### src/rtl/serial_frame_deserializer_if.sv
// Handshake and data bundle between the frame deserializer and its
// surroundings. The master side drives the serial stream, the start
// request and the transmitter's ready; the slave side is the deserializer.
interface serial_frame_deserializer_if #(
    parameter int DATA_W = 8
);
    localparam int CW = $clog2(DATA_W + 1);

    logic              serial_in;
    logic              rise;
    logic              tx_ready;
    logic              wake_transmitter;
    logic [DATA_W-1:0] pout;
    logic [CW-1:0]     bit_count;
    logic              busy;
    logic              overrun;

    modport master (
        output serial_in,
        output rise,
        output tx_ready,
        input  wake_transmitter,
        input  pout,
        input  bit_count,
        input  busy,
        input  overrun
    );

    modport slave (
        input  serial_in,
        input  rise,
        input  tx_ready,
        output wake_transmitter,
        output pout,
        output bit_count,
        output busy,
        output overrun
    );
endinterface

### src/rtl/serial_frame_deserializer.sv
// Serial-to-parallel frame receiver. A start request opens a frame, an
// optional MSB-first length header selects how many payload bits follow,
// and the completed right-justified word is held with wake_transmitter
// asserted until the transmitter signals tx_ready. Start requests that
// arrive while a frame is open are dropped and latched into a sticky
// overrun flag.
module serial_frame_deserializer #(
    parameter int DATA_W    = 8,
    parameter int MSB_FIRST = 1,
    parameter int VAR_LEN   = 0,
    parameter int LEN_W     = 4
) (
    input logic                      clk,
    input logic                      rst,
    serial_frame_deserializer_if.slave bus
);

    localparam int CW = $clog2(DATA_W + 1);
    localparam int HW = (LEN_W > 1) ? $clog2(LEN_W) : 1;
    localparam int TW = (LEN_W > CW) ? LEN_W : CW;

    typedef enum logic [1:0] {
        IDLE,
        HEADER,
        SHIFT,
        HOLD
    } state_t;

    state_t            state_q, state_d;
    logic [DATA_W-1:0] sreg_q, sreg_d;
    logic [DATA_W-1:0] pout_q, pout_d;
    logic [CW-1:0]     bitCnt_q, bitCnt_d;
    logic [CW-1:0]     target_q, target_d;
    logic [HW-1:0]     hdrCnt_q, hdrCnt_d;
    logic [LEN_W-1:0]  len_q, len_d;
    logic              wake_q, wake_d;
    logic              overrun_q, overrun_d;

    logic [DATA_W-1:0] shiftWord;
    logic [CW-1:0]     bitCntInc;
    logic [LEN_W-1:0]  lenNext;
    logic [TW-1:0]     lenWide;
    logic [CW-1:0]     hdrTarget;
    logic              lastBit;
    logic              lastHdrBit;

    // Datapath helpers: the word as it looks after taking the current
    // serial bit, the header value after taking it, and the payload
    // length that header selects (zero or oversized means full width).
    always_comb begin
        shiftWord  = sreg_q;
        bitCntInc  = bitCnt_q + CW'(1);
        lenNext    = LEN_W'({len_q, bus.serial_in});
        lenWide    = TW'(lenNext);
        hdrTarget  = CW'(DATA_W);
        lastBit    = (bitCntInc == target_q);
        lastHdrBit = (hdrCnt_q == HW'(LEN_W - 1));

        if (MSB_FIRST != 0) begin
            shiftWord = DATA_W'({sreg_q, bus.serial_in});
        end else begin
            for (int i = 0; i < DATA_W; i++) begin
                if (bitCnt_q == CW'(i)) begin
                    shiftWord[i] = bus.serial_in;
                end
            end
        end

        if ((lenWide != '0) && (lenWide <= TW'(DATA_W))) begin
            hdrTarget = CW'(lenWide);
        end
    end

    // Next-state and register updates for the frame sequencer.
    always_comb begin
        state_d   = state_q;
        sreg_d    = sreg_q;
        pout_d    = pout_q;
        bitCnt_d  = bitCnt_q;
        target_d  = target_q;
        hdrCnt_d  = hdrCnt_q;
        len_d     = len_q;
        wake_d    = wake_q;
        overrun_d = overrun_q;

        case (state_q)
            IDLE: begin
                if (bus.rise) begin
                    sreg_d   = '0;
                    bitCnt_d = '0;
                    target_d = CW'(DATA_W);
                    hdrCnt_d = '0;
                    len_d    = '0;
                    state_d  = (VAR_LEN != 0) ? HEADER : SHIFT;
                end
            end
            HEADER: begin
                len_d    = lenNext;
                hdrCnt_d = hdrCnt_q + HW'(1);
                if (lastHdrBit) begin
                    target_d = hdrTarget;
                    state_d  = SHIFT;
                end
            end
            SHIFT: begin
                sreg_d   = shiftWord;
                bitCnt_d = bitCntInc;
                if (lastBit) begin
                    pout_d  = shiftWord;
                    wake_d  = 1'b1;
                    state_d = HOLD;
                end
            end
            HOLD: begin
                if (bus.tx_ready) begin
                    wake_d  = 1'b0;
                    state_d = IDLE;
                end
            end
            default: begin
                state_d = IDLE;
            end
        endcase

        if (bus.rise && (state_q != IDLE)) begin
            overrun_d = 1'b1;
        end
    end

    // State register with synchronous reset that discards any open frame.
    always_ff @(posedge clk) begin
        if (rst) begin
            state_q   <= IDLE;
            sreg_q    <= '0;
            pout_q    <= '0;
            bitCnt_q  <= '0;
            target_q  <= CW'(DATA_W);
            hdrCnt_q  <= '0;
            len_q     <= '0;
            wake_q    <= 1'b0;
            overrun_q <= 1'b0;
        end else begin
            state_q   <= state_d;
            sreg_q    <= sreg_d;
            pout_q    <= pout_d;
            bitCnt_q  <= bitCnt_d;
            target_q  <= target_d;
            hdrCnt_q  <= hdrCnt_d;
            len_q     <= len_d;
            wake_q    <= wake_d;
            overrun_q <= overrun_d;
        end
    end

    assign bus.wake_transmitter = wake_q;
    assign bus.pout             = pout_q;
    assign bus.bit_count        = bitCnt_q;
    assign bus.busy             = (state_q != IDLE);
    assign bus.overrun          = overrun_q;

endmodule

### src/flat_wrapper.sv
// flat-port wrapper written by rule: the top's interface ports become plain ports
module serial_frame_deserializer_flat 
#(
    parameter int DATA_W    = 8,
    parameter int MSB_FIRST = 1,
    parameter int VAR_LEN   = 0,
    parameter int LEN_W     = 4
)
  (clk, rst, bus_serial_in, bus_rise, bus_tx_ready, bus_wake_transmitter, bus_pout, bus_bit_count, bus_busy, bus_overrun);
  serial_frame_deserializer_if #(.DATA_W(DATA_W)) bus_i ();
  input logic clk;
  input logic rst;
  input wire logic [$bits(bus_i.serial_in)-1:0] bus_serial_in;
  input wire logic [$bits(bus_i.rise)-1:0] bus_rise;
  input wire logic [$bits(bus_i.tx_ready)-1:0] bus_tx_ready;
  output wire logic [$bits(bus_i.wake_transmitter)-1:0] bus_wake_transmitter;
  output wire logic [$bits(bus_i.pout)-1:0] bus_pout;
  output wire logic [$bits(bus_i.bit_count)-1:0] bus_bit_count;
  output wire logic [$bits(bus_i.busy)-1:0] bus_busy;
  output wire logic [$bits(bus_i.overrun)-1:0] bus_overrun;
  assign bus_i.serial_in = bus_serial_in;
  assign bus_i.rise = bus_rise;
  assign bus_i.tx_ready = bus_tx_ready;
  assign bus_wake_transmitter = bus_i.wake_transmitter;
  assign bus_pout = bus_i.pout;
  assign bus_bit_count = bus_i.bit_count;
  assign bus_busy = bus_i.busy;
  assign bus_overrun = bus_i.overrun;
  serial_frame_deserializer #(.DATA_W(DATA_W), .MSB_FIRST(MSB_FIRST), .VAR_LEN(VAR_LEN), .LEN_W(LEN_W)) u_core (.clk(clk), .rst(rst), .bus(bus_i));
endmodule
### config.mk
export PLATFORM = sky130hd
export DESIGN_NAME = serial_frame_deserializer_flat
export DESIGN_NICKNAME = d
export VERILOG_FILES = /design/src/rtl/serial_frame_deserializer_if.sv /design/src/rtl/serial_frame_deserializer.sv /design/src/flat_wrapper.sv
export SDC_FILE = /design/constraint.sdc
export NUM_CORES = 1
export LEC_CHECK = 0
export ABC_AREA = 1
export CELL_PAD_IN_SITES_DETAIL_PLACEMENT = 1
export CELL_PAD_IN_SITES_GLOBAL_PLACEMENT = 2
export CORE_ASPECT_RATIO = 0.7
export CORE_MARGIN = 2
export CORE_UTILIZATION = 30
export DETAILED_ROUTE_END_ITERATION = 16
export HOLD_SLACK_MARGIN = 0.03
export PLACE_DENSITY_LB_ADDON = 0.1
export SYNTH_ARGS = -nofsm -noshare
export SYNTH_HDL_FRONTEND = slang
export SYNTH_SLANG_ARGS = --single-unit
### constraint.sdc
create_clock -name clk -period 2.83 [get_ports clk]
set_input_delay 0.283 -clock clk [delete_from_list [all_inputs] [get_ports clk]]
set_output_delay 0.283 -clock clk [all_outputs]
set_load 0.05 [all_outputs]
==> results.yml <==
routing:
  routed_wl_um: 3320
  wl_per_cell_um: 12.3
  drt_drc_violations_left: 0
  drt-initial-drc-count: 51
  routed-via-count: 1265
  drtPass1Iterations: 4
  routed_via_density: 4.67
  final_antenna_net_count: 0
power_and_ir_drop:
  power.leakage_nw: 0.695
  finalPower_uw: 913
  peakVddDrop_v: 0.000233
  power.density_nw_per_um2: 534
layout:
  final_common_cell: "nand2_1"
  final_cell_mix: "nand2_1 (58), dfxtp_1 (32), nor2_1 (22), a21oi_1 (22), inv_1 (20)"
  n_fill_cell: 566
  drive_gt1_share_pct: 8.80
  syn_to_final_growth_pct: 22.4
  antennaDiodeCount: 0
  layoutNonFillerInstCount: 271
  nets: 223
sta:
  fin_worst_skew_ns: 0.00442
  fmax_mhz: 487
  maxSlewViolCount: 0
  worstMarginPinSlew_ns: 0.525
  setup_viol: 0
  hold_violations: 0
  period_minus_slack_ns: 2.05
  slew_headroom_pct: 65.0
  fin_setup_tns_ns: 0
  period_share_pct: 72.6
  rsz0062_at_grt: "no"
place:
  place_hpwl_um: 2390
  dp_cells: 264
  port_buffers: 19
  gp_congestion: 0.793
clock_network:
  cts_setup_buffers: 0
  ctsResizeCount: 0
  cts_made_buffers: 5
  clkTransAtPathRegs_ns: 0.07
  ctsLongestPathBuffers: 2
  cts.sinks: 32
  worstSkewPairLatency_ns: 0.28
  cts_tree: "done"
  cts-root-buf: "clkbuf_8"
  htree_levels: 2
  cts_hold_buf: 0
status:
  status: "complete, no violations"
setup_path:
  timing.rr.start: "u_core.bus.bit_count[0]"
  crit_type: "reg2out"
  crit_fanout: 4
  r2r_cells: 8
  start_kind: "flop"
  r2r_end: "u_core.bus.pout[0]"
  r2r_setup_slack_ns: 1.13
  worstSetupStartpoint: "u_core.state_q[1]"
  required_ns: 2.55
  setup.worst_path.end_class: "output pin"
  arrival_ns: 1.77
synthesis:
  postSynthAreaPerCell_um2: 7.20
  yosysWarnings: 0
  ys_top_cells_by_area: "dfxtp_1 (46%), nand2_1 (16%), a21oi_1 (7.9%)"
  synth_cells: 194
  synth_top_area_share_pct: 45.9
  synth_cell_type_count: 24
  syn_nets: 201
  syn_area_um2: 1400
  ys_ff_latch: 32
  synth_top_area_cell: "dfxtp_1"
  seq_area_frac_synth_pct: 45.9
global_route:
  grt_usage_pct: 14.2
  grt_max_degree: 23
  grt_pass1_wl_um: 5670
  grt_pass1_vias: 1274
  overflow: 0
  antenna_found_initial: 0
min_path:
  hold_path_class: "reg2reg"
  min_path_cells: 2
  min_from: "u_core.sreg_q[6]"
  whs_endpoint: "u_core.sreg_q[6]"
floorplan:
  io_pins: 20
  start_util_pct: 31.7
  rows: 20
  die_x_um: 85.5
  core_um2: 4400
  dieArea_um2: 5220
  die_h_um: 61.1
flow_run:
  max-cap-violations: 0
## final cells by class
cell class                 count  area (um2)  area share (%)
sequential                    32         641            37.5
multi-input combinational    134         638            37.3
timing repair buffer          20         198            11.6
inverter                      23        86.3            5.05
clock buffer                   6        72.6            4.25
tap                           55        68.8            4.03
clock inverter                 1        5.00           0.293
## power by group
| part | total, mW | leakage, nW | internal [mW] | switching (mW) |
|---|---|---|---|---|
| combinational | 0.111 | 0.395 | 0.0355 | 0.0755 |
| clock | 0.330 | 0.0410 | 0.167 | 0.163 |
| sequential | 0.472 | 0.259 | 0.461 | 0.0116 |
| total | 0.913 | 0.695 | 0.663 | 0.250 |
## registers in the layout, indices dropped and copies added (netlist names)
| name | count |
|---|---|
| u_core.bus.overrun | 1 |
| u_core.bus.bit_count | 4 |
| u_core.sreg_q | 7 |
| u_core.target_q | 4 |
| u_core.bus.pout | 8 |
| u_core.hdrCnt_q | 2 |
| u_core.len_q | 3 |
| u_core.state_q | 2 |
| u_core.bus.wake_transmitter | 1 |
## worst max-delay path, stage by stage, from the launching register on
cell	delay (ns)
dfxtp_1	0.41
inv_1	0.14
nand2_2	0.13
clkdlybuf4s50_1	0.81
## how the worst max path moves through the flow
stage / endpoint / slack [ns] / cells past startpoint
2_1_floorplan: u_core.bus.pout[1] / 0.91 / 8
4_1_cts: bus_busy / 0.76 / 3
3_5_place_dp: bus_busy / 1.09 / 3
3_3_place_gp: bus_busy / 1.12 / 3
5_1_grt: bus_busy / 0.72 / 3
6_report: bus_busy / 0.78 / 3
## per-stage QoR
stage	area (um2)	setup WS, ns	utilization, %	hold WS [ns]
2_1_floorplan	1400	0.911	-	0.352
3_3_place_gp	1630	1.12	37.0	0.449
3_5_place_dp	1630	1.09	37.0	0.470
4_1_cts	1710	0.762	38.8	0.480
5_1_grt	1710	0.724	38.8	0.510
6_report	1710	0.776	38.8	0.481
## cell usage after synthesis (all sizes together)
cell,number
inv,22
nand2,59
ha,2
clkbuf,2
nand3,9
nand4,5
nor2,27
buf,3
dfxtp,32
o21ai,3
clkinv,1
xnor2,1
a21oi,25
nor3,2
o22ai,1
## layer usage
| layer | wire length (um) | share of wire, % | GRT usage, % |
|---|---|---|---|
| met5 | 0 | 0 | 0 |
| met4 | 32 | 0.96 | 6.12 |
| met3 | 125 | 3.8 | 4.16 |
| met2 | 1500 | 45 | 23.9 |
| met1 | 1660 | 50 | 17.6 |
## cells by family after synthesis
family	count (synthesis)	share of synthesized area, %
buffers and inverters	28	8.42
adders and majority gates	2	1.79
and+or+nand+nor	102	32.0
xor gates and xnor gates	1	0.627
DFF	32	45.9
AOI/OAI and AO/OA	29	11.3
No activity file was read; power rests on OpenSTA's default activity.
